--- config.mk ---
export PLATFORM = sky130hd
export DESIGN_NAME = writeback_stage
export DESIGN_NICKNAME = d
export VERILOG_FILES = /design/src/rtl/core_pkg.sv /design/src/rtl/load_align.sv /design/src/rtl/writeback_stage.sv
export SDC_FILE = /design/constraint.sdc
export NUM_CORES = 1
export LEC_CHECK = 0
export ABC_CLOCK_PERIOD_IN_PS = 2200
export BUFFER_PORTS_ARGS = -buffer_cell sky130_fd_sc_hd__buf_2
export CAP_MARGIN = 10
export CORE_MARGIN = 2
export CORE_UTILIZATION = 50
export CTS_BUF_LIST = sky130_fd_sc_hd__clkbuf_4 sky130_fd_sc_hd__clkbuf_8
export DETAILED_ROUTE_END_ITERATION = 10
export GPL_TIMING_DRIVEN = 0
export HOLD_SLACK_MARGIN = 0.08
export PLACE_DENSITY = 0.79
export SLEW_MARGIN = 20
export SYNTH_ARGS = -nofsm -noshare
export SYNTH_HDL_FRONTEND = slang
export SYNTH_SLANG_ARGS = --single-unit
--- constraint.sdc ---
create_clock -name clk -period 2.2 [get_ports clk]
set_input_delay 0.44 -clock clk [delete_from_list [all_inputs] [get_ports clk]]
set_output_delay 0.44 -clock clk [all_outputs]
set_load 0.05 [all_outputs]
--- src/rtl/core_pkg.sv ---
// core_pkg: constants shared by the RV32I pipeline stages.
//   WB_SEL_*  : writeback source select encodings.
//   LOAD_*    : funct3 encodings of the RV32I load instructions.
package core_pkg;

    localparam logic [1:0] WB_SEL_ALU  = 2'b00;
    localparam logic [1:0] WB_SEL_LOAD = 2'b01;
    localparam logic [1:0] WB_SEL_PC4  = 2'b10;

    localparam logic [2:0] LOAD_LB  = 3'b000;
    localparam logic [2:0] LOAD_LH  = 3'b001;
    localparam logic [2:0] LOAD_LW  = 3'b010;
    localparam logic [2:0] LOAD_LBU = 3'b100;
    localparam logic [2:0] LOAD_LHU = 3'b101;

endpackage

--- src/rtl/load_align.sv ---
// load_align: purely combinational load data extraction.
// Ports:
//   word   in  32  raw aligned word from data memory
//   addr   in  2   effective address low bits
//   funct3 in  3   load type
//   data   out 32  extracted and sign/zero-extended value (little-endian)
//   fault  out 1   misaligned access or illegal funct3
module load_align
    import core_pkg::*;
(
    input  logic [31:0] word,
    input  logic [1:0]  addr,
    input  logic [2:0]  funct3,
    output logic [31:0] data,
    output logic        fault
);

    logic [7:0]  byte_sel;
    logic [15:0] half_sel;

    always_comb begin
        byte_sel = word[7:0];
        case (addr)
            2'b00: byte_sel = word[7:0];
            2'b01: byte_sel = word[15:8];
            2'b10: byte_sel = word[23:16];
            2'b11: byte_sel = word[31:24];
            default: byte_sel = word[7:0];
        endcase
        // Halfword lane chosen by addr[1]; addr[0] only matters for the fault.
        half_sel = addr[1] ? word[31:16] : word[15:0];
    end

    always_comb begin
        data  = '0;
        fault = 1'b0;
        case (funct3)
            LOAD_LB:  data = {{24{byte_sel[7]}}, byte_sel};
            LOAD_LBU: data = {24'd0, byte_sel};
            LOAD_LH: begin
                data  = {{16{half_sel[15]}}, half_sel};
                fault = addr[0];
            end
            LOAD_LHU: begin
                data  = {16'd0, half_sel};
                fault = addr[0];
            end
            LOAD_LW: begin
                data  = word;
                fault = (addr != 2'b00);
            end
            default: fault = 1'b1;
        endcase
    end

endmodule

--- src/rtl/writeback_stage.sv ---
// writeback_stage: MEM/WB pipeline register and writeback logic.
// Ports:
//   clk, reset_n             clock; asynchronous active-low reset
//   mem_*                    MEM-stage instruction fields, captured on posedge
//   stall, flush             hold the WB register / load a bubble (flush wins)
//   write_register,
//   write_data, RegWrite     register file write port
//   wb_valid                 WB register holds a real instruction
//   load_fault               held load is misaligned or has an illegal funct3
//   instret                  retired-instruction counter (wraps)
// All outputs are derived from registered state only.
module writeback_stage
    import core_pkg::*;
#(
    parameter int unsigned INSTRET_WIDTH = 64
) (
    input  logic                     clk,
    input  logic                     reset_n,
    input  logic                     mem_valid,
    input  logic [4:0]               mem_rd,
    input  logic                     mem_reg_write,
    input  logic [1:0]               mem_wb_sel,
    input  logic [31:0]              mem_alu_result,
    input  logic [31:0]              mem_pc_plus4,
    input  logic [31:0]              mem_load_data,
    input  logic [2:0]               mem_funct3,
    input  logic                     stall,
    input  logic                     flush,
    output logic [4:0]               write_register,
    output logic [31:0]              write_data,
    output logic                     RegWrite,
    output logic                     wb_valid,
    output logic                     load_fault,
    output logic [INSTRET_WIDTH-1:0] instret
);

    logic [4:0]  rd_q;
    logic        reg_write_q;
    logic [1:0]  wb_sel_q;
    logic [31:0] alu_q;
    logic [31:0] pc4_q;
    logic [31:0] load_q;
    logic [2:0]  funct3_q;

    logic [31:0] la_data;
    logic        la_fault;
    logic        retire;

    load_align u_load_align (
        .word   (load_q),
        .addr   (alu_q[1:0]),
        .funct3 (funct3_q),
        .data   (la_data),
        .fault  (la_fault)
    );

    // The held entry retires when it leaves: normal advance or a flush
    // (flush overrides a simultaneous stall). Faulted loads never retire.
    assign retire = wb_valid && (flush || !stall) && !load_fault;

    always_ff @(posedge clk or negedge reset_n) begin
        if (!reset_n) begin
            wb_valid    <= 1'b0;
            rd_q        <= '0;
            reg_write_q <= 1'b0;
            wb_sel_q    <= '0;
            alu_q       <= '0;
            pc4_q       <= '0;
            load_q      <= '0;
            funct3_q    <= '0;
        end else if (flush) begin
            wb_valid <= 1'b0;
        end else if (!stall) begin
            wb_valid    <= mem_valid;
            rd_q        <= mem_rd;
            reg_write_q <= mem_reg_write;
            wb_sel_q    <= mem_wb_sel;
            alu_q       <= mem_alu_result;
            pc4_q       <= mem_pc_plus4;
            load_q      <= mem_load_data;
            funct3_q    <= mem_funct3;
        end
    end

    always_ff @(posedge clk or negedge reset_n) begin
        if (!reset_n) begin
            instret <= '0;
        end else if (retire) begin
            instret <= instret + {{(INSTRET_WIDTH-1){1'b0}}, 1'b1};
        end
    end

    always_comb begin
        load_fault = wb_valid && (wb_sel_q == WB_SEL_LOAD) && la_fault;
        case (wb_sel_q)
            WB_SEL_ALU:  write_data = alu_q;
            WB_SEL_LOAD: write_data = load_fault ? '0 : la_data;
            WB_SEL_PC4:  write_data = pc4_q;
            default:     write_data = alu_q;
        endcase
        write_register = wb_valid ? rd_q : '0;
        RegWrite       = wb_valid && reg_write_q && (rd_q != 5'd0) && !load_fault;
    end

endmodule

==> out/metrics.csv, run 1 <==
metric,value,unit
"Max FO, Critical Path",6,
Fin Clk Skew,19.4,ps
first-pass GRT wire length,39.1,mm
I/O pin total,216,
CTS buffer count,17,
row count,48,
Layout Cells excl Fill,1319,
switch share,36.9,%
Netlist cell types,45,
Die Width,135,um
Clk pwr share,24.7,%
Post-Syn Area,0.00863,mm2
synth top area cells,"dfrtp_1 (50%), mux2_2 (15%), xor2_1 (4.5%)",
NumNets Final,1189,
GRT Total Usage,27.9,%
Die Y,135,um
share of layout cells above drive strength 1,53.9,%
Max Root-Sink Buffers,2,
via/cell ratio,5.93,
CP arrival,2460,ps
total power draw,9.86,mW
Max Freq,345,MHz
Final HPWL DP,17.7,mm
Slew headroom,51.1,%
"Setup violations, final",51,
DP Area,0.0104,mm2
crit end category,primary output,
Final period util,132,%
Hold Fails Final Rpt,0,
Comb pwr share,36.4,%
area grow syn2layout,44.3,%
"Async S/R FF share, synth",100,%
clock sink count,172,
"Seq/Total Area, Yosys",49.9,%
Detail Route Antenna Nets,0,
Filler cells,1080,
CP required,1760,ps
total internal power,6.22,mW
total global routing overflow,0,
worst-skew pair later-pin latency,500,ps
initial antenna violation count,10,
Net Switching,3.64,mW
cell area after layout,0.0124,mm2
Syn Inst Count,787,
power density over the cells,792,mW/mm2
detailed router's first-iteration violation count,687,
total core area,0.0171,mm2
Worst-Margin Slew,734,ps
Pleak,5.89,nW
failing checks,setup timing,
register area,0.00434,mm2
Post-Route WL,28.6,mm
largest area contributor in the netlist,dfrtp_1,
Max Cap Viol,0,
top-area cell type share of the netlist area,49.9,%
status,"complete, but fails checks",
Avg Synthesized Cell Area,11.0,um2
Tmin final,2900,ps
Syn Nets,902,
Root Buffer,clkbuf_8,
"EDFF count, synth",0,
Placed Cells,1228,
largest net degree at the start of global routing,69,
CTS tree,done,
vias,7819,
TNS Setup,-21210,ps
DRC errors left,0,
Hold WC Path Type,in -> reg,
die area,0.0183,mm2
I/O Buffers,214,
starting density of the core,50.6,%
CTS clock-pin slew for the worst setup and hold paths,90,ps
Max Slew Vio Count,0,
multi-input logic area,0.00511,mm2
ys flop type,dfrtp_1,
Critical Path Start Type,flip-flop,
detailed-router iteration count before antenna repair,5,
Crit Path Class,reg -> out,
Synth Warn #,0,
RSZ-0062 raised after global routing,yes,
htree depth,4,
Seq pwr share,39.0,%
"FF+latch count, synth",172,
GPL Wtd Cong,0.905,
vias in the first global route,7432,
Avg WL per Cell,21.7,um
hold_ws,158,ps
most common cell in the netlist,dfrtp_1,
Final Worst Setup Slack,-698,ps
most instantiated cells after synthesis,"dfrtp_1 (172), mux2_2 (115), nand2_1 (74)",
"IR drop worst, VDD",0.847,mV
## flip-flops by register name, summed over array words and instances (netlist names)
register	cells
load_q	32
rd_q	5
wb_valid	1
alu_q	32
reg_write_q	1
pc4_q	32
funct3_q	3
instret	64
wb_sel_q	2
## cells in the final DEF (no fill, tap or decap), drive strengths merged, types with 2 or more instances in the layout
cell	netlist	layout
buf	6	284
dfrtp	172	172
mux2	115	115
nand2	74	74
a21oi	50	50
clkbuf	37	46
xor2	44	44
nor4	31	31
nand3	25	25
nor2b	24	24
a21o	24	24
nor2	22	22
inv	19	21
nand4	20	20
nor3	20	20
xnor2	19	19
mux2i	17	17
o21ai	11	11
a2bb2oi	8	8
and2	8	8
diode	0	7
o221ai	7	7
a22oi	7	7
and4	5	5
clkinv	0	5
and3	3	3
bufinv	0	3
or4	3	3
ha	3	3
clkinvlp	0	2
a211oi	2	2
## power by group through the flow
stage / logic, mW / registers, mW / clock network [mW]
2_1_floorplan: 2.08 / 3.87 / 0
3_3_place_gp: 2.85 / 3.81 / 0
3_5_place_dp: 2.90 / 3.83 / 0
4_1_cts: 3.31 / 3.80 / 2.44
5_1_grt: 3.76 / 3.88 / 2.60
6_report: 3.59 / 3.84 / 2.43
## final cells by class
cell class / instances / share of cell area (%)
diodes: 7 / 0.141
well taps: 225 / 2.26
inverters: 19 / 0.573
plain buffers: 36 / 2.18
clock inverters: 12 / 1.31
multi-input cells: 553 / 41.1
clock buffers: 20 / 2.16
flip-flops and latches: 172 / 34.9
repair buffers: 275 / 15.4
## worst paths after layout
| path | startpoint | end | slack (ps) | cells past startpoint |
|---|---|---|---|---|
| max | alu_q[1] | write_data[16] | -700 | 9 |
| min | flush | wb_valid | 160 | 2 |
| min reg2reg | instret[63] | instret[63] | 470 | 1 |
| min in group asynchronous | reset_n | alu_q[2] | 420 | 2 |
| max reg2reg | alu_q[1] | instret[54] | -140 | 9 |
| max in group asynchronous | reset_n | instret[6] | 760 | 4 |
## through the flow
| stage | utilization (%) | setup WS [ps] |
|---|---|---|
| floorplan | - | -136 |
| global placement | 60.8 | -2380 |
| detailed placement | 61.2 | -574 |
| CTS | 68.5 | -673 |
| global route | 73.0 | -814 |
| finish | 73.0 | -698 |
## worst max-delay path: stages, from the launching register on
cell       delay [ps]
dfrtp_1           400
buf_8             150
mux2_4            210
mux2i_1            70
or3_1             360
buf_8             160
clkbuf_16         150
a21o_1            200
a21oi_4           130
buf_6             170
## logic make-up (layout without fill, tap and decap cells)
logic type	count (synthesis)	count (layout)	synth area share (%)
adders and majority gates	3	3	0.435
DFF	172	172	49.9
muxes	133	133	17.2
AOI/OAI and AO/OA	112	112	8.27
and+or+nand+nor	242	242	15.0
other	0	7	0
buffers and inverters	62	362	2.81
xor gates and xnor gates	63	63	6.40
## metal layers
metal	up-vias	wire [um]	global-route usage, %	share of wire (%)
met2	419	13900	43.3	49
met3	117	2260	7.37	7.9
met4	4	1470	12.6	5.1
met5	-	25	0	0.087
li1	3410	-	-	-
met1	3869	10900	36.8	38
## repair_timing
item / 4_1_cts / 5_1_grt
endpoints found under the hold margin: 41 / 0
resized for setup: 151 / 147
buffers inserted: 28 / 33
cloned: 2 / 0
setup endpoints to repair: 89 / 73
hold buffers: 1 / 0
pin swaps: 44 / 50
Note: power is estimated with default switching activity, not from simulation.
==> inputs of run 2 (changes only) <==
--- a/config.mk
+++ b/config.mk
@@ -15,6 +15,7 @@
 export GPL_TIMING_DRIVEN = 0
 export HOLD_SLACK_MARGIN = 0.08
 export PLACE_DENSITY = 0.79
+export SKIP_LAST_GASP = 1
 export SLEW_MARGIN = 20
 export SYNTH_ARGS = -nofsm -noshare
 export SYNTH_HDL_FRONTEND = slang
==> run 2 against run 1 <==
  * The run still ends with setup timing left
  * Combinational power shrank 3%
  * Critical path type unchanged
  * Wire length down 2.9%
  * Sequential share of layout area grew 0.34 points
  * Register-to-register slack lost 200 ps
  * Via count rose by 0.40%
  * Worst hold slack better by 10 ps
==> out/metrics.csv, run 2 (synthesis gave the netlist of run 1 again) <==
metric,value,unit
NumNets Final,1190,
"most common cell after layout, fill and taps aside",buf_2,
Seq pwr share,39.4,%
Hold WC Path Type,in -> reg,
"Setup violations, final",62,
biggest cell delay along the critical path,390,ps
Pleak,5.89,nW
GRT Total Usage,27.8,%
sequence of cells on the critical path,"buf_8, mux2_4, mux2i_1, or3_1, buf_8, buf_4, a21o_1, a21oi_4, buf_8",
CTS tree,done,
CTS clock-pin slew for the worst setup and hold paths,90,ps
CP required,1760,ps
worst path bufs/invs,4,
first-pass GRT wire length,39.0,mm
clock sink count,172,
Crit Path Class,reg -> out,
worst-skew pair later-pin latency,480,ps
GPL Wtd Cong,0.905,
status,"complete, but fails checks",
most numerous cell on the critical path,buf_8,
DP Area,0.0104,mm2
die area,0.0183,mm2
Avg WL per Cell,21.0,um
most frequent cells in the layout,"buf_2 (182), dfrtp_1 (141), mux2_2 (112)",
DRC errors left,0,
crit end category,primary output,
family with the most delay on the worst path,buffers and inverters,
detailed-router iteration count before antenna repair,5,
Critical Path Start Type,flip-flop,
Filler cells,1111,
cell area after layout,0.0123,mm2
row count,48,
starting density of the core,50.6,%
Final HPWL DP,17.7,mm
Top reg by flops,instret,
"IR drop worst, VDD",0.985,mV
Detail Route Antenna Nets,0,
total global routing overflow,0,
Placed Cells,1228,
Post-Route WL,27.8,mm
Fin Clk Skew,12.6,ps
Die Width,135,um
dpl ws,-574,ps
failing checks,setup timing,
Layout Cells excl Fill,1321,
power density over the cells,789,mW/mm2
total core area,0.0171,mm2
I/O Buffers,214,
Hold Fails Final Rpt,0,
share of layout cells above drive strength 1,53.2,%
max FFs per register,64,
Max Freq,348,MHz
total power draw,9.73,mW
Net Switching,3.58,mW
largest net degree at the start of global routing,69,
detailed router's first-iteration violation count,643,
vias in the first global route,7427,
I/O pin total,216,
total internal power,6.15,mW
Comb pwr share,35.7,%
switch share,36.8,%
CTS buffer count,17,
RSZ-0062 raised after global routing,yes,
via/cell ratio,5.94,
CP arrival,2430,ps
TNS Setup,-23880,ps
Max Root-Sink Buffers,2,
Slew headroom,50.3,%
area grow syn2layout,42.9,%
Max Cap Viol,0,
Worst-Margin Slew,745,ps
vias,7850,
Final period util,131,%
slowest CP cell,dfrtp_1,
Final Worst Setup Slack,-672,ps
Max Slew Vio Count,0,
htree depth,4,
Tmin final,2870,ps
Clk pwr share,24.9,%
register area,0.00434,mm2
multi-input logic area,0.00505,mm2
Die Y,135,um
Root Buffer,clkbuf_8,
"Max FO, Critical Path",6,
initial antenna violation count,11,
-- run 2: cell types whose count changed in the layout (fill, tap and decap cells not counted), sizes merged --
cell | before | now
clkbuf | 46 | 52
diode | 7 | 8
buf | 284 | 279
-- run 2: final cells by class --
type / count / share of cell area (%)
Clock buffer: 20 / 2.18
Sequential cell: 172 / 35.2
Inverter: 19 / 0.579
Timing Repair Buffer: 275 / 15.0
Multi-Input combinational cell: 553 / 41.0
Antenna cell: 8 / 0.162
Buffer: 37 / 2.24
Clock inverter: 12 / 1.32
Tap cell: 225 / 2.28
-- run 2: worst paths after layout --
kind                          startpoint             end  slack, ps  cells past startpoint
min                        mem_wb_sel[1]     wb_sel_q[1]        170                      3
max reg2reg                     alu_q[1]     instret[29]       -340                     12
max in group asynchronous        reset_n     funct3_q[2]        760                      4
max                             alu_q[1]  write_data[20]       -670                      9
min reg2reg                  instret[63]     instret[63]        470                      1
min in group asynchronous        reset_n        alu_q[2]        430                      2
-- run 2: through the flow --
step	utilization, %	hold WS, ps
2_1_floorplan	-	144
3_3_place_gp	60.8	458
3_5_place_dp	61.2	341
4_1_cts	68.4	142
5_1_grt	72.3	153
6_report	72.3	168
-- run 2: metal layers --
metal	part of all wire, %	vias up	global-route usage, %
met5	0.076	-	0
met4	5.2	4	12.0
met3	8.2	117	7.44
met2	47	464	43.5
met1	39	3862	36.7
li1	-	3403	-
-- run 2: worst min-delay path, cell delays in order --
cell and delay [ps]:
buf_2 70, nand2_1 40, o21ai_0 60
-- run 2: power groups by stage --
stage / Sequential [mW] / Combinational (mW) / Clock (mW)
detailed placement: 3.83 / 2.90 / 0
finish: 3.83 / 3.47 / 2.42
global placement: 3.81 / 2.85 / 0
global route: 3.87 / 3.64 / 2.59
floorplan: 3.87 / 2.08 / 0
CTS: 3.80 / 3.29 / 2.44
-- run 2: what timing repair did --
action,4_1_cts,5_1_grt
pin swaps,44,55
gates cloned,2,0
hold buffers,1,0
endpoints found under the hold margin,41,0
setup buffers,28,28
gates resized for setup,142,114
setup endpoints to repair,89,74
==> inputs of run 3 (changes only) <==
--- a/config.mk
+++ b/config.mk
@@ -14,7 +14,7 @@
 export DETAILED_ROUTE_END_ITERATION = 10
 export GPL_TIMING_DRIVEN = 0
 export HOLD_SLACK_MARGIN = 0.08
-export PLACE_DENSITY = 0.79
+export PLACE_DENSITY_LB_ADDON = 0.1
 export SKIP_LAST_GASP = 1
 export SLEW_MARGIN = 20
 export SYNTH_ARGS = -nofsm -noshare
==> run 3 against run 2 <==
  * The flow still finishes with violations (setup timing)
  * Count of clock-buffer cells in the layout is the same
  * Maximum frequency grew 0.59%
  * Clock power shrank 5%
  * Sequential power is essentially flat
  * Critical path depth is the same
  * First-iteration DRC count shrank 24%
  * Clock skew grew 0.95 ps
  * Flip-flop and latch count is the same
  * Wire length shrank 9.6%
  * Final cell count shrank 1.9%
==> out/metrics.csv, run 3 (synthesis gave the netlist of run 1 again) <==
metric,value,unit
most frequent cells in the layout,"buf_2 (184), dfrtp_1 (142), mux2_2 (112)",
Max Cap Viol,0,
CP required,1760,ps
Max Root-Sink Buffers,2,
Pleak,5.66,nW
Max Slew Vio Count,0,
htree depth,4,
I/O Buffers,214,
CTS clock-pin slew for the worst setup and hold paths,90,ps
DRC errors left,0,
DP Area,0.0104,mm2
GRT Total Usage,27.5,%
worst r2r path cells,10,
NumNets Final,1171,
row count,48,
Hold WC Path Type,in -> reg,
area grow syn2layout,40.2,%
clock sink count,172,
total global routing overflow,0,
total core area,0.0171,mm2
largest net degree at the start of global routing,97,
reg-to-reg endpoint,instret[54],
"Max FO, Critical Path",8,
"most common cell after layout, fill and taps aside",buf_2,
Hold Fails Final Rpt,0,
via/cell ratio,5.59,
Cells on Worst Hold Path,2,
Die Width,135,um
sequence of cells on the critical path,"buf_8, mux2_4, mux2i_1, or3_1, buf_8, buf_6, a21o_1, a21oi_4, buf_6",
Top reg by flops,instret,
Reg2Reg Launch Point,alu_q[1],
Die Y,135,um
hold_ws,160,ps
Root Buffer,clkbuf_8,
CTS tree,done,
Tmin final,2860,ps
first-pass GRT wire length,38.4,mm
Fin Clk Skew,13.6,ps
CP arrival,2420,ps
Layout Cells excl Fill,1296,
Critical Path Start Type,flip-flop,
Final period util,130,%
"IR drop worst, VDD",0.730,mV
initial antenna violation count,4,
total power draw,9.54,mW
failing checks,setup timing,
hold endpoint,wb_valid,
worst-skew pair later-pin latency,470,ps
TNS Setup,-18750,ps
biggest cell delay along the critical path,390,ps
vias in the first global route,7095,
cell area after layout,0.0121,mm2
dpl ws,-519,ps
hold path start,flush,
"Setup violations, final",42,
Final Worst Setup Slack,-655,ps
Avg WL per Cell,19.4,um
power density over the cells,789,mW/mm2
GPL Wtd Cong,0.840,
die area,0.0183,mm2
share of layout cells above drive strength 1,52.8,%
detailed router's first-iteration violation count,487,
vias,7250,
Placed Cells,1227,
Max Freq,350,MHz
I/O pin total,216,
Post-Route WL,25.1,mm
crit end category,primary output,
fin util,70.9,%
Final HPWL DP,17.5,mm
status,"complete, but fails checks",
reg2reg setup slack,-100,ps
detailed-router iteration count before antenna repair,4,
RSZ-0062 raised after global routing,yes,
starting density of the core,50.6,%
CTS buffer count,17,
Detail Route Antenna Nets,0,
max FFs per register,64,
slowest CP cell,dfrtp_1,
Crit Path Class,reg -> out,
Slew headroom,47.4,%
Worst-Margin Slew,790,ps
## run 3: changes by cell type in the layout (fill, tap and decap cells not counted), sizes merged
cell    previous run  this run
clkbuf            52        46
inv               21        22
diode              8         2
bufinv             3         2
buf              279       266
## run 3: worst max-delay path: cells and delay by family (launching register included)
kind            cells  cell delay [ps]
compound gates      2              370
buf+inv             4              590
flops               1              390
mux                 2              260
simple gates        1              340
## run 3: timing repair
action,in CTS,in global routing
hold buffers,1,0
setup endpoints to repair,84,86
cloned,2,1
buffers inserted,28,11
pin swaps,49,31
gates resized for setup,144,114
endpoints found under the hold margin,76,0
## run 3: power breakdown
part           switching [mW]  internal, mW
sequential              0.312          3.49
combinational            1.97          1.45
clock                    1.22          1.09
## run 3: how the worst max path moves through the flow
stage	from	endpoint	slack (ps)
after floorplan	alu_q[1]	write_data[21]	-140
after global placement	reset_n	instret[8]	-2450
after detailed placement	wb_sel_q[0]	write_data[7]	-520
after CTS	alu_q[1]	write_data[16]	-660
after global routing	alu_q[1]	write_data[28]	-730
final	alu_q[1]	write_data[22]	-660
## run 3: metal layers
| metal | GRT usage (%) | share of wire [%] | vias to the layer above |
|---|---|---|---|
| met5 | 0 | 0.11 | - |
| met4 | 8.04 | 2.1 | 4 |
| met3 | 6.21 | 6.1 | 47 |
| met2 | 47.1 | 52 | 235 |
| met1 | 35.2 | 40 | 3615 |
| li1 | - | - | 3349 |
## run 3: area by class of cell
class / instances / area, um2
buffer: 36 / 263
fill: 1304 / 4960
multi-input combinational: 553 / 5000
antenna: 2 / 5.00
tap: 225 / 282
inverter: 19 / 71.3
sequential: 172 / 4340
clock buffer: 20 / 269
timing repair buffer: 257 / 1720
clock inverter: 12 / 138
